<file path="src/rtl/axi_wr_pkg.sv">
`default_nettype none
// ============================================================================
// Module      : axi_wr_pkg
// Description : Shared types and constants for the posted-write buffer that
//               sits between the dcache write port and the AXI AW/W/B
//               channels. Holds the write-type codes, the AXI size, burst and
//               response codes, the drain FSM state encoding and the FIFO
//               entry layout.
// Ports       : none (package)
// Revision    : 1.0 - initial release
// ============================================================================
package axi_wr_pkg;

    // dcache write types
    localparam logic [2:0] c_WR_TYPE_BYTE = 3'b000;
    localparam logic [2:0] c_WR_TYPE_HALF = 3'b001;
    localparam logic [2:0] c_WR_TYPE_WORD = 3'b010;
    localparam logic [2:0] c_WR_TYPE_LINE = 3'b100;

    // AXI encodings
    localparam logic [2:0] c_AXI_SIZE_1B     = 3'd0;
    localparam logic [2:0] c_AXI_SIZE_2B     = 3'd1;
    localparam logic [2:0] c_AXI_SIZE_4B     = 3'd2;
    localparam logic [1:0] c_AXI_BURST_FIXED = 2'b00;
    localparam logic [1:0] c_AXI_BURST_INCR  = 2'b01;
    localparam logic [1:0] c_AXI_RESP_OKAY   = 2'b00;
    localparam logic [7:0] c_AXI_LEN_LINE    = 8'd3;   // 4 beats of 32 bits
    localparam logic [7:0] c_AXI_LEN_SINGLE  = 8'd0;

    // Drain FSM state encoding
    localparam int         c_STATE_W = 2;
    localparam logic [1:0] c_ST_IDLE = 2'd0;
    localparam logic [1:0] c_ST_AW   = 2'd1;
    localparam logic [1:0] c_ST_W    = 2'd2;
    localparam logic [1:0] c_ST_B    = 2'd3;

    // One buffered write
    typedef struct packed {
        logic [2:0]   wr_type;
        logic [31:0]  addr;
        logic [3:0]   wstrb;
        logic [127:0] data;
    } wr_entry_t;

endpackage
`default_nettype wire

</file>
<file path="src/rtl/wr_buf_fifo.sv">
`default_nettype none
// ============================================================================
// Module      : wr_buf_fifo
// Description : In-order storage for buffered writes. Head entry remains
//               valid until popped so it is still covered by the line
//               hazard compare while its AXI transaction is in flight.
// Ports       : clk, rst_n        - clock, async active-low reset
//               i_push, i_entry   - write a new entry at the tail (ignored when full)
//               i_pop             - retire the head entry (ignored when empty)
//               o_head            - entry at the head
//               o_full, o_empty   - occupancy flags
//               i_chk_tag         - line tag (addr[31:4]) to compare
//               o_chk_hit         - a valid entry holds that line
// Revision    : 1.0 - initial release
// ============================================================================
module wr_buf_fifo
    import axi_wr_pkg::*;
#(
    parameter int DEPTH = 4
) (
    input  logic        clk,
    input  logic        rst_n,
    input  logic        i_push,
    input  wr_entry_t   i_entry,
    input  logic        i_pop,
    output wr_entry_t   o_head,
    output logic        o_full,
    output logic        o_empty,
    input  logic [27:0] i_chk_tag,
    output logic        o_chk_hit
);

    localparam int c_AW = $clog2(DEPTH);

    wr_entry_t         r_mem [DEPTH];
    logic [c_AW-1:0]   r_wr_ptr;
    logic [c_AW-1:0]   r_rd_ptr;
    logic [c_AW:0]     r_count;
    logic              w_push;
    logic              w_pop;
    logic [DEPTH-1:0]  w_hit;

    assign o_full  = (r_count == (c_AW+1)'(DEPTH));
    assign o_empty = (r_count == '0);
    // A full buffer refuses pushes even when the head retires this cycle.
    assign w_push  = i_push && !o_full;
    assign w_pop   = i_pop && !o_empty;
    assign o_head  = r_mem[r_rd_ptr];

    always_ff @(posedge clk or negedge rst_n) begin
        if (!rst_n) begin
            r_wr_ptr <= '0;
            r_rd_ptr <= '0;
            r_count  <= '0;
        end else begin
            if (w_push) r_wr_ptr <= r_wr_ptr + c_AW'(1);
            if (w_pop)  r_rd_ptr <= r_rd_ptr + c_AW'(1);
            case ({w_push, w_pop})
                2'b10:   r_count <= r_count + (c_AW+1)'(1);
                2'b01:   r_count <= r_count - (c_AW+1)'(1);
                default: r_count <= r_count;
            endcase
        end
    end

    // Storage needs no reset: slots outside [rd_ptr, rd_ptr+count) are masked.
    always_ff @(posedge clk) begin
        if (w_push) r_mem[r_wr_ptr] <= i_entry;
    end

    // Slot i is live when its distance from the head is below the count.
    for (genvar i = 0; i < DEPTH; i++) begin : g_tag_cmp
        logic [c_AW-1:0] w_off;
        assign w_off    = c_AW'(i) - r_rd_ptr;
        assign w_hit[i] = ({1'b0, w_off} < r_count) &&
                          (r_mem[i].addr[31:4] == i_chk_tag);
    end

    assign o_chk_hit = |w_hit;

endmodule
`default_nettype wire

</file>
<file path="src/rtl/axi_wr_buffer.sv">
`default_nettype none
// ============================================================================
// Module      : axi_wr_buffer
// Description : Posted-write buffer. Accepts dcache line evictions and
//               uncached stores, queues them, and drains them in order as
//               single AXI write transactions with one outstanding at a time.
// Ports       : clk, rst_n              - clock, async active-low reset
//               i_wr_*, o_wr_rdy        - dcache write request interface
//               i_chk_addr, o_chk_hit   - same-line hazard check for reads
//               o_wr_buf_empty          - nothing queued or in flight
//               o_bresp_err             - sticky error on non-OKAY bresp
//               o_aw*, o_w*, o_bready   - AXI master outputs
//               i_awready, i_wready,
//               i_bid, i_bresp, i_bvalid - AXI master inputs
// Revision    : 1.0 - initial release
// ============================================================================
module axi_wr_buffer
    import axi_wr_pkg::*;
#(
    parameter int DEPTH    = 4,
    parameter int ID_WIDTH = 4,
    parameter int AXI_ID   = 1
) (
    input  logic                clk,
    input  logic                rst_n,
    input  logic                i_wr_req,
    input  logic [2:0]          i_wr_type,
    input  logic [31:0]         i_wr_addr,
    input  logic [3:0]          i_wr_wstrb,
    input  logic [127:0]        i_wr_data,
    output logic                o_wr_rdy,
    input  logic [31:0]         i_chk_addr,
    output logic                o_chk_hit,
    output logic                o_wr_buf_empty,
    output logic                o_bresp_err,
    output logic [ID_WIDTH-1:0] o_awid,
    output logic [31:0]         o_awaddr,
    output logic [7:0]          o_awlen,
    output logic [2:0]          o_awsize,
    output logic [1:0]          o_awburst,
    output logic [1:0]          o_awlock,
    output logic [3:0]          o_awcache,
    output logic [2:0]          o_awprot,
    output logic                o_awvalid,
    output logic [ID_WIDTH-1:0] o_wid,
    output logic [31:0]         o_wdata,
    output logic [3:0]          o_wstrb,
    output logic                o_wlast,
    output logic                o_wvalid,
    output logic                o_bready,
    input  logic                i_awready,
    input  logic                i_wready,
    input  logic [ID_WIDTH-1:0] i_bid,
    input  logic [1:0]          i_bresp,
    input  logic                i_bvalid
);

    wr_entry_t              w_entry;
    wr_entry_t              w_head;
    logic                   w_full;
    logic                   w_empty;
    logic                   w_pop;
    logic [1:0]             w_beat_nxt;
    logic                   w_unused;

    logic [c_STATE_W-1:0]   r_state;
    logic [1:0]             r_beat_cnt;
    logic                   r_is_line;
    logic [3:0]             r_ent_wstrb;
    logic [127:0]           r_data;
    logic [31:0]            r_awaddr;
    logic [7:0]             r_awlen;
    logic [2:0]             r_awsize;
    logic                   r_awvalid;
    logic [31:0]            r_wdata;
    logic [3:0]             r_wstrb;
    logic                   r_wlast;
    logic                   r_wvalid;
    logic                   r_bready;
    logic                   r_bresp_err;

    assign w_entry = '{wr_type: i_wr_type, addr: i_wr_addr,
                       wstrb: i_wr_wstrb, data: i_wr_data};
    // The head is retired only once its write response arrives.
    assign w_pop      = (r_state == c_ST_B) && i_bvalid;
    assign w_beat_nxt = r_beat_cnt + 2'd1;
    assign w_unused   = &{1'b0, i_bid};

    wr_buf_fifo #(
        .DEPTH     (DEPTH)
    ) u_fifo (
        .clk       (clk),
        .rst_n     (rst_n),
        .i_push    (i_wr_req),
        .i_entry   (w_entry),
        .i_pop     (w_pop),
        .o_head    (w_head),
        .o_full    (w_full),
        .o_empty   (w_empty),
        .i_chk_tag (i_chk_addr[31:4]),
        .o_chk_hit (o_chk_hit)
    );

    always_ff @(posedge clk or negedge rst_n) begin
        if (!rst_n) begin
            r_state     <= c_ST_IDLE;
            r_beat_cnt  <= '0;
            r_is_line   <= 1'b0;
            r_ent_wstrb <= '0;
            r_data      <= '0;
            r_awaddr    <= '0;
            r_awlen     <= '0;
            r_awsize    <= '0;
            r_awvalid   <= 1'b0;
            r_wdata     <= '0;
            r_wstrb     <= '0;
            r_wlast     <= 1'b0;
            r_wvalid    <= 1'b0;
            r_bready    <= 1'b0;
            r_bresp_err <= 1'b0;
        end else begin
            case (r_state)
                c_ST_IDLE: begin
                    if (!w_empty) begin
                        r_is_line   <= (w_head.wr_type == c_WR_TYPE_LINE);
                        r_ent_wstrb <= w_head.wstrb;
                        r_data      <= w_head.data;
                        r_beat_cnt  <= '0;
                        if (w_head.wr_type == c_WR_TYPE_LINE) begin
                            r_awaddr <= {w_head.addr[31:4], 4'h0};
                            r_awlen  <= c_AXI_LEN_LINE;
                            r_awsize <= c_AXI_SIZE_4B;
                        end else begin
                            r_awaddr <= w_head.addr;
                            r_awlen  <= c_AXI_LEN_SINGLE;
                            r_awsize <= {1'b0, w_head.wr_type[1:0]};
                        end
                        r_awvalid <= 1'b1;
                        r_state   <= c_ST_AW;
                    end
                end
                c_ST_AW: begin
                    if (i_awready) begin
                        r_awvalid <= 1'b0;
                        r_wvalid  <= 1'b1;
                        r_wdata   <= r_data[31:0];
                        r_wstrb   <= r_is_line ? 4'hF : r_ent_wstrb;
                        r_wlast   <= !r_is_line;
                        r_state   <= c_ST_W;
                    end
                end
                c_ST_W: begin
                    if (i_wready) begin
                        if (r_wlast) begin
                            r_wvalid <= 1'b0;
                            r_bready <= 1'b1;
                            r_state  <= c_ST_B;
                        end else begin
                            // Preload the next beat so wdata/wlast stay registered.
                            r_beat_cnt <= w_beat_nxt;
                            r_wdata    <= r_data[{w_beat_nxt, 5'd0} +: 32];
                            r_wlast    <= (w_beat_nxt == 2'd3);
                        end
                    end
                end
                default: begin
                    if (i_bvalid) begin
                        r_bready <= 1'b0;
                        if (i_bresp != c_AXI_RESP_OKAY) r_bresp_err <= 1'b1;
                        r_state  <= c_ST_IDLE;
                    end
                end
            endcase
        end
    end

    assign o_wr_rdy       = !w_full;
    assign o_wr_buf_empty = w_empty;
    assign o_bresp_err    = r_bresp_err;
    assign o_awid         = ID_WIDTH'(AXI_ID);
    assign o_awaddr       = r_awaddr;
    assign o_awlen        = r_awlen;
    assign o_awsize       = r_awsize;
    assign o_awburst      = c_AXI_BURST_INCR;
    assign o_awlock       = 2'b00;
    assign o_awcache      = 4'h0;
    assign o_awprot       = 3'h0;
    assign o_awvalid      = r_awvalid;
    assign o_wid          = ID_WIDTH'(AXI_ID);
    assign o_wdata        = r_wdata;
    assign o_wstrb        = r_wstrb;
    assign o_wlast        = r_wlast;
    assign o_wvalid       = r_wvalid;
    assign o_bready       = r_bready;

endmodule
`default_nettype wire

</file>
<file path="config.mk">
export PLATFORM = sky130hd
export DESIGN_NAME = axi_wr_buffer
export DESIGN_NICKNAME = d
export VERILOG_FILES = /design/src/rtl/axi_wr_pkg.sv /design/src/rtl/wr_buf_fifo.sv /design/src/rtl/axi_wr_buffer.sv
export SDC_FILE = /design/constraint.sdc
export NUM_CORES = 1
export LEC_CHECK = 0
export CAP_MARGIN = 25
export CORE_AREA = 2 2 284 286
export CTS_CLUSTER_DIAMETER = 120
export DETAILED_ROUTE_END_ITERATION = 8
export DIE_AREA = 0 0 286 288
export DONT_BUFFER_PORTS = 1
export GPL_TIMING_DRIVEN = 0
export PLACE_DENSITY = 0.68
export REMOVE_ABC_BUFFERS = 1
export SETUP_SLACK_MARGIN = 0.02
export SYNTH_ARGS = -nofsm -noshare
export SYNTH_HDL_FRONTEND = slang
export SYNTH_SLANG_ARGS = --single-unit
</file>
<file path="constraint.sdc">
create_clock -name clk -period 6 [get_ports clk]
set_clock_uncertainty 0.15 [all_clocks]
set_input_delay 0.6 -clock clk [delete_from_list [all_inputs] [get_ports clk]]
set_output_delay 0.6 -clock clk [all_outputs]
set_load 0.005 [all_outputs]
</file>
==> run metrics, run 1 <==
outcome complete, no violations; reg2reg setup slack 3.10 ns; largest stage delay on the critical path 0.86 ns; Synth cell types between 40 and 50; Net Sw Power 6.82 mW; Die H 288 µm; CP Data Required Time between 5 and 6 ns; number of synthesized flops with an enable pin 668; top post-synthesis cells by area edfxtp_1 (57%), dfrtp_1 (15%), mux4_2 (11%); Gate Count Post-Synth 2083; initial antenna violation count 7; worst-path cell chain buf_16, xnor2_1, inv_1, ha_1, a21oi_1, o21ai_0, nor4_1, or4_1; CTS root buffer clkbuf_16; Place WS between 2 and 3 ns; post-synth top area cell edfxtp_1; Sequential Power Share 43.6%; Tightest Pin Transition 1.23 ns; 1st-iter DRT viols 1085; CP Capture Type output port; vias after detailed routing 18300; setup ws final 1.91 ns; Initial Util 44.5%; largest net degree at the start of global routing 220; LEAKAGE approximately 15 nW; Max transition margin 18.0%; sequential-to-total area share from yosys stat 72.0%; Total Routing Usage GR just under 20%; Syn Area/Cell 17.0 µm²; slowest stage cell, crit path dfrtp_4; DIE AREA 0.0824 mm²; peak supply drop between 400 and 500 µV; Slew Limit Fails 0; CTS Sinks 887; Top Ports approximately 320; pwr dens 513 mW/mm²; area delta synth->final 17.7%; RSZ-0062 raised after global routing no; Worst path top cell family by delay flip-flops; most frequent cell after synthesis edfxtp_1; first-pass GRT wire length approximately 120000 µm; DR WL/cell 23.0 µm; mean number of vias per cell 5.36; Worst Hold Class input port to flop; post-cts sizing count 0; clock slew at reported path FFs 0.06 ns; Int Pwr 14.6 mW; dpl hpwl approximately 47000 µm; Period minus WS final 4.09 ns; Max Fclk roughly 240 MHz; Synth warnings 0; clock network fraction of total power 27.5%; crit path launch type flop; CTS Buf Count between 90 and 100; drt first pass iters 7; CTS H-tree depth 3; worst-path fanout max 39; total grt overflow 0; CORE AREA 0.0796 mm²; #FFs+latches synth around 890; DR DRC count 0; Final setup viols 0; worst-case clock buffer depth 3; GPL Wtd Cong 0.826; fin crit share 68.2%; number of global-route vias before repair 19600; fillers 6288; PortBufs 0; Layout Nets 2498; Commonest cells post-synth edfxtp_1 (668), nand2_1 (535), dfrtp_1 (219); Util after Layout 52.4%; CTS tree done; Worst Path Buf+Inv 2; most common flop cell mapped by yosys edfxtp_1; Arrival @ worst endpoint 3.34 ns; Max Cap Viol 0; Row Count approximately 100; final WL just under 80000 µm; WS Path Type flop to output port; synthesized area 0.0355 mm²; layout cells sized above 1 between 15 and 20%; final hold viol count 0; die width 286 µm; Min Hold Slack 0.120 ns; post-route antenna net violation count 0; Worst-Skew Late Latency 0.65 ns; top cell type's share of synthesized area 56.6%; Combinational Power Share 28.9%; FFs w/ async S/R, synth approximately a quarter; Switching Share about a third
[worst reg2reg max path: cells and delay by family (launching register included)]
| family | cells | cell delay [ns] |
|---|---|---|
| fa+ha+maj | 1 | 0.89 |
| flops | 1 | 0.82 |
| mux | 2 | 0.64 |
| buf+inv | 1 | 0.17 |
| compound gates | 1 | 0.11 |
[final timing paths]
kind,startpoint,to,cells past startpoint
max in group asynchronous,rst_n,r_beat_cnt[0],2
setup reg to reg,r_beat_cnt[0],o_wdata[20],5
min in group asynchronous,rst_n,o_awaddr[11],2
setup / recovery,u_fifo.r_rd_ptr[0],o_chk_hit,8
hold / removal,i_awready,o_wvalid,3
hold reg to reg,r_data[43],r_data[43],2
[per-stage QoR]
step | cell area (µm²) | TNS (ns) | power, mW | std cells
after global routing | 41700 | 0 | 22.6 | 3413
final | 41800 | 0 | 21.4 | 3414
after global placement | 36000 | -3046.19 | 15.7 | 3036
after detailed placement | 36800 | 0 | 15.6 | 3063
after CTS | 41700 | 0 | 21.7 | 3412
after floorplan | 34700 | -240.51 | 14.0 | 1976
[state kept, by name, summed over array words and instances, names as in the netlist, 2 cells and up]
register,flops
r_data,128
r_beat_cnt,2
o_wdata,32
o_awaddr,32
u_fifo.r_mem,668
u_fifo.r_wr_ptr,2
r_state,2
u_fifo.r_rd_ptr,2
o_wstrb,4
r_ent_wstrb,4
u_fifo.r_count,3
o_awsize,2
[cells in the final DEF, fill, tap and decap left out, types with 3 or more instances in the layout]
cell,count
a21oi_1,13
and3_4,4
buf_12,4
buf_16,24
bufinv_16,10
clkbuf_1,24
clkbuf_16,93
clkbuf_8,11
clkinv_1,5
clkinv_16,4
clkinv_2,12
clkinv_4,3
clkinvlp_4,6
conb_1,26
dfrtp_1,216
dfrtp_4,3
dlygate4sd3_1,174
edfxtp_1,668
ha_1,12
inv_1,17
inv_6,3
mux2i_1,32
mux4_1,20
mux4_2,179
nand2_1,534
nand4_1,12
nor2_1,19
nor3_1,3
nor4_1,24
o21ai_0,50
xnor2_1,36
xor2_1,83
[final cells by class]
class	instances	area [µm²]	share of cell area, %
inverter	17	63.8	0.153
sequential	887	25600	61.2
timing repair buffer	202	2480	5.95
clock buffer	128	2570	6.15
clock inverter	46	641	1.53
multi-input combinational	1072	9110	21.8
antenna	2	5.00	0.0120
tap	1060	1330	3.18
[power groups by stage]
stage | sequential, mW | clock [mW] | combinational [mW]
3_3_place_gp | 10.1 | 0 | 5.62
5_1_grt | 9.50 | 6.29 | 6.86
3_5_place_dp | 9.46 | 0 | 6.12
4_1_cts | 9.34 | 6.06 | 6.34
2_1_floorplan | 9.55 | 0 | 4.48
6_report | 9.33 | 5.89 | 6.19
[timing repair]
| action | CTS | global route |
|---|---|---|
| hold endpoints to repair | 891 | 0 |
| hold buffers | 175 | 0 |
| buffers inserted | 0 | 0 |
[cell families (layout without fill, tap and decap cells)]
group | Yosys count | after routing | share of synthesized area, %
simple gates | 610 | 610 | 6.91
xor+xnor | 119 | 119 | 2.94
compound gates | 70 | 70 | 1.06
buf+inv | 148 | 393 | 2.71
flops | 887 | 887 | 72.0
fa+ha+maj | 15 | 15 | 0.550
mux | 232 | 232 | 13.8
other cells | 2 | 28 | 0.0212
[metal layers]
layer / part of all wire, % / GRT usage, % / routed length, µm / vias to the layer above
met2: 51 / 33.4 / 40200 / 545
li1: - / - / - / 8087
met1: 40 / 24.0 / 31400 / 9511
met5: 0.11 / 0 / 85 / -
met3: 6.0 / 4.08 / 4710 / 151
met4: 2.8 / 6.68 / 2180 / 12
No activity file was read; power rests on OpenSTA's default activity.
==> run 2: changes to the inputs <==
- clock period: 6 -> 4.26 ns (I/O delays scaled with it)
==> run metrics, run 2 (synthesized netlist as in run 1, its figures left out) <==
outcome complete, but fails checks; failing checks hold timing; Sequential Power Share 43.6%; peak supply drop 578 µV; CP Data Required Time 3.68 ns; Total Routing Usage GR 19.3%; reg2reg setup slack 1.37 ns; Switching Share 31.8%; worst-path cell chain buf_16, xnor2_1, inv_1, ha_1, a21oi_1, o21ai_0, nor4_1, or4_1; Top Registers u_fifo.r_mem x668, r_data x128; worst-case clock buffer depth 3; CTS Buf Count about 90; slowest stage cell, crit path dfrtp_4; CTS tree done; CORE AREA 0.0796 mm²; Slew Limit Fails 0; reg2reg start r_beat_cnt[0]; fin crit share 92.1%; Min Hold Slack -0.664 ns; clock slew at reported path FFs roughly 0.060 ns; Max transition margin around 43%; LEAKAGE 15.3 nW; Final setup viols 0; Non-Filler Instances 3415; Layout Nets 2498; Top reg by flops u_fifo.r_mem; most frequent cells in the layout edfxtp_1 (668), nand2_1 (534), dfrtp_1 (216), mux4_2 (179), dlygate4sd3_1 (175); first-pass GRT wire length between 100000 and 150000 µm; CTS H-tree depth 3; Int Pwr 20.6 mW; Arrival @ worst endpoint around 3.4 ns; reg-to-reg endpoint o_wdata[20]; GPL Wtd Cong just over 0.8; Worst path top cell family by delay flip-flops; area delta synth->final 17.7%; Tightest Pin Transition 0.859 ns; Top Ports 317; Max Cap Viol 0; post-CTS setup buffers 0; Net Sw Power 9.57 mW; PortBufs 0; Worst-Skew Late Latency 0.65 ns; RSZ-0062 raised after global routing no; vias after detailed routing around 18000; worst-path fanout max 39; Max Fclk between 200 and 300 MHz; Die H ~290 µm; dpl hpwl 46600 µm; DR WL/cell roughly 23 µm; DIE AREA 0.0824 mm²; CTS Sinks 887; Worst Hold Class input port to asynchronous set/reset pin; Largest register FFs 668; post-cts sizing count 0; crit path launch type flop; CP Capture Type output port; placed cell area 0.0368 mm²; drt first pass iters 5; Combinational Power Share 28.8%; final WL 78700 µm; hold-fix buffers at CTS around 180; Worst Path Buf+Inv 2; CTS root buffer clkbuf_16; layout cells sized above 1 15.6%; clock network fraction of total power between 20% and 30%; DR DRC count 0; Post-Place Cells 3063; Initial Util 44.5%; final hold viol count approximately 220; Period minus WS final 3.92 ns; largest stage delay on the critical path 0.87 ns; WS Path Type flop to output port; die width 286 µm; number of global-route vias before repair 19700; Final Cell Area 0.0417 mm²; Util after Layout 52.4%; initial antenna violation count 7; mean number of vias per cell 5.37; total grt overflow 0; pwr dens 722 mW/mm²; largest net degree at the start of global routing between 200 and 250; 1st-iter DRT viols around 1100; post-route antenna net violation count 0; Worst Reg-to-Reg Cells 5; Row Count ~100; most common cell after layout, fill and taps aside edfxtp_1; post-route setup TNS 0 ns
-- run 2: worst register-to-register path: cells and delay by family (launching register included) --
kind	cells	cell delay [ns]
adder cells (fa/ha/maj)	1	0.87
buffers and inverters	1	0.18
multiplexers	2	0.64
flip-flops	1	0.82
AO/OA/AOI/OAI	1	0.11
-- run 2: per-layer routing --
metal	part of all wire, %	global-route usage [%]	up-vias
li1	-	-	8095
met2	51	33.5	528
met1	40	24.2	9563
met3	5.8	3.95	144
met5	0.11	0	-
met4	2.5	6.30	12
-- run 2: cell type report --
type	instances	area, µm²
tap	1060	1330
antenna	3	7.51
sequential	887	25600
multi-input combinational	1072	9110
inverter	17	63.8
fill	6284	37900
clock buffer	128	2570
timing repair buffer	202	2460
clock inverter	46	641
-- run 2: how the worst max path moves through the flow --
stage	cells after the start	from	endpoint
3_3_place_gp	4	u_fifo.r_rd_ptr[0]	o_awaddr[3]
2_1_floorplan	6	u_fifo.r_rd_ptr[0]	o_chk_hit
3_5_place_dp	8	u_fifo.r_rd_ptr[0]	o_chk_hit
6_report	8	u_fifo.r_rd_ptr[0]	o_chk_hit
5_1_grt	8	u_fifo.r_rd_ptr[0]	o_chk_hit
4_1_cts	8	u_fifo.r_rd_ptr[0]	o_chk_hit
-- run 2: metrics by stage --
| step | hold WS (ns) | power (mW) | worst slack (ns) |
|---|---|---|---|
| final | -0.664 | 30.1 | 0.336 |
| after floorplan | -0.0196 | 19.3 | -4.05 |
| after global routing | -0.706 | 31.8 | 0.0861 |
| after CTS | -0.723 | 30.6 | 0.230 |
| after global placement | -0.0104 | 20.6 | -7.85 |
| after detailed placement | -0.0111 | 21.9 | 0.936 |
-- run 2: power groups by stage --
stage	combinational [mW]	sequential [mW]	clock [mW]
2_1_floorplan	5.92	13.3	0
3_3_place_gp	6.69	13.9	0
3_5_place_dp	8.62	13.3	0
4_1_cts	8.87	13.2	8.53
5_1_grt	9.61	13.4	8.87
6_report	8.68	13.1	8.30
==> run 3: changes to the inputs <==
- DONT_BUFFER_PORTS: 1 -> unset
- PLACE_DENSITY: 0.68 -> 0.74
- REMOVE_ABC_BUFFERS: 1 -> unset
==> run metrics, run 3 (synthesized netlist as in run 1, its figures left out) <==
outcome complete, no violations; setup ws final 0.160 ns; Worst Hold Class input port to asynchronous set/reset pin; Net Sw Power 10.1 mW; Total Routing Usage GR 20.9%; largest stage delay on the critical path 0.59 ns; Combinational Power Share around a third; CP Data Required Time 3.68 ns; most frequent cells in the layout edfxtp_1 (668), nand2_1 (535), clkdlybuf4s50_1 (273), dfrtp_1 (219), mux4_2 (179); Row Count 104; fin crit share 96.2%; Arrival @ worst endpoint around 3.5 ns; first-pass GRT wire length 127000 µm; Sequential Power Share 41.7%; Place WS 0.522 ns; CP most frequent cell buf_6; DIE AREA 0.0824 mm²; final hold viol count 0; CTS root buffer clkbuf_16; Initial Util 44.5%; mean number of vias per cell 5.32; vias after detailed routing 19300; largest net degree at the start of global routing ~120; Largest register FFs 668; Tightest Pin Transition 0.920 ns; Period minus WS final ~4.1 ns; DR DRC count 0; Worst-Skew Late Latency 0.65 ns; peak supply drop about 380 µV; worst-path cell chain buf_6, buf_8, buf_6, xnor2_2, inv_1, ha_1, a21oi_1, o21ai_1, nor4_1, or4_1, clkdlybuf4s50_1; area delta synth->final 21.3%; Die H 288 µm; CTS Buf Count 90; clock slew at reported path FFs 0.06 ns; Final Cell Area around 0.043 mm²; worst-path fanout max 10; worst-case clock buffer depth 3; most common cell after layout, fill and taps aside edfxtp_1; die width 286 µm; drt first pass iters 5; CTS tree done; Switching Share between 30% and 40%; fillers a little over 6000; Int Pwr 20.9 mW; Worst Path Buf+Inv 5; DR WL/cell 23.7 µm; Max Fclk 244 MHz; slowest stage cell, crit path or4_1; 1st-iter DRT viols 1670; Max transition margin 38.7%; number of global-route vias before repair 19700; Min Hold Slack 0.249 ns; CTS Sinks ~890; LEAKAGE around 16 nW; Top Ports 317; total grt overflow 0; placed cell area ~0.04 mm²; Top reg by flops u_fifo.r_mem; initial antenna violation count 21; post-route antenna net violation count 0; RSZ-0062 raised after global routing no; clock network fraction of total power ~25%; final WL 86300 µm; crit path launch type flop; PortBufs 274; post-CTS setup buffers 0; Max Cap Viol 0; reg2reg setup slack roughly 1.3 ns; layout cells sized above 1 between 10% and 20%; Layout Nets 2712; CTS H-tree depth 3; CORE AREA approximately 0.080 mm²; CP Capture Type output port; Top Registers u_fifo.r_mem x668, r_data x128; Worst path top cell family by delay buffers and inverters; WS Path Type flop to output port; GPL Wtd Cong between 0.8 and 0.9; Slew Limit Fails 0; Final setup viols 0; pwr dens 723 mW/mm²; dpl hpwl 59700 µm
run 3: cell count changes in the layout (fill, tap and decap cells not counted), sizes merged:
cell | before | now
clkdlybuf4s50 | 0 | 273
dlygate4sd3 | 175 | 1
buf | 27 | 128
clkbuf | 128 | 146
diode | 3 | 14
bufinv | 10 | 6
clkinv | 26 | 23
clkinvlp | 6 | 3
inv | 21 | 22
run 3: final cells by class:
class / instances / area, µm² / share of cell area [%]
clock inverter: 37 / 382 / 0.887
clock buffer: 130 / 2570 / 5.97
tap: 1060 / 1330 / 3.08
inverter: 17 / 63.8 / 0.148
sequential: 887 / 25500 / 59.4
multi-input combinational: 1072 / 9080 / 21.1
timing repair buffer: 288 / 3120 / 7.24
buffer: 130 / 898 / 2.09
antenna: 14 / 35.0 / 0.0815
run 3: power groups by stage:
stage | combinational (mW) | clock, mW | sequential [mW]
floorplan | 6.57 | 0 | 12.7
global placement | 9.97 | 0 | 13.2
detailed placement | 10.4 | 0 | 13.1
CTS | 10.4 | 7.95 | 12.9
global route | 11.2 | 8.29 | 13.1
finish | 10.3 | 7.81 | 13.0
run 3: routing by layer:
metal  share of wire [%]  global-route usage (%)  vias to the layer above  wire, µm
li1                    -                       -                     8558         -
met4                 2.5                    6.96                       18      2150
met5                0.13                       0                        -       108
met2                  49                    34.1                      704     42500
met3                 7.6                    4.87                      139      6530
met1                  41                    27.9                     9909     35000
run 3: path summary, 6_finish.rpt:
| path | startpoint | to | cells past startpoint |
|---|---|---|---|
| hold reg to reg | o_awaddr[2] | o_awaddr[2] | 2 |
| setup / recovery | u_fifo.r_rd_ptr[0] | o_chk_hit | 11 |
| hold / removal | rst_n | o_awaddr[23] | 2 |
| max in group asynchronous | rst_n | r_data[92] | 3 |
| min in group clk | i_bresp[0] | o_bresp_err | 3 |
| setup reg to reg | r_beat_cnt[0] | o_wdata[16] | 9 |
run 3: timing repair:
item                                   4_1_cts  5_1_grt
gates resized for setup                      1        2
endpoints found under the hold margin      103        0
hold buffers                                 1        0
pin swaps                                    0        0
setup endpoints to repair                    1        1
run 3: per-stage QoR:
step,cells,utilization [%],power [mW],TNS [ns]
global placement,3441,49.8,23.2,-2193.95
global route,3628,54.0,32.6,0
CTS,3621,53.9,31.3,0
finish,3635,54.0,31.1,0
floorplan,2107,-,19.3,0
detailed placement,3454,50.2,23.5,0
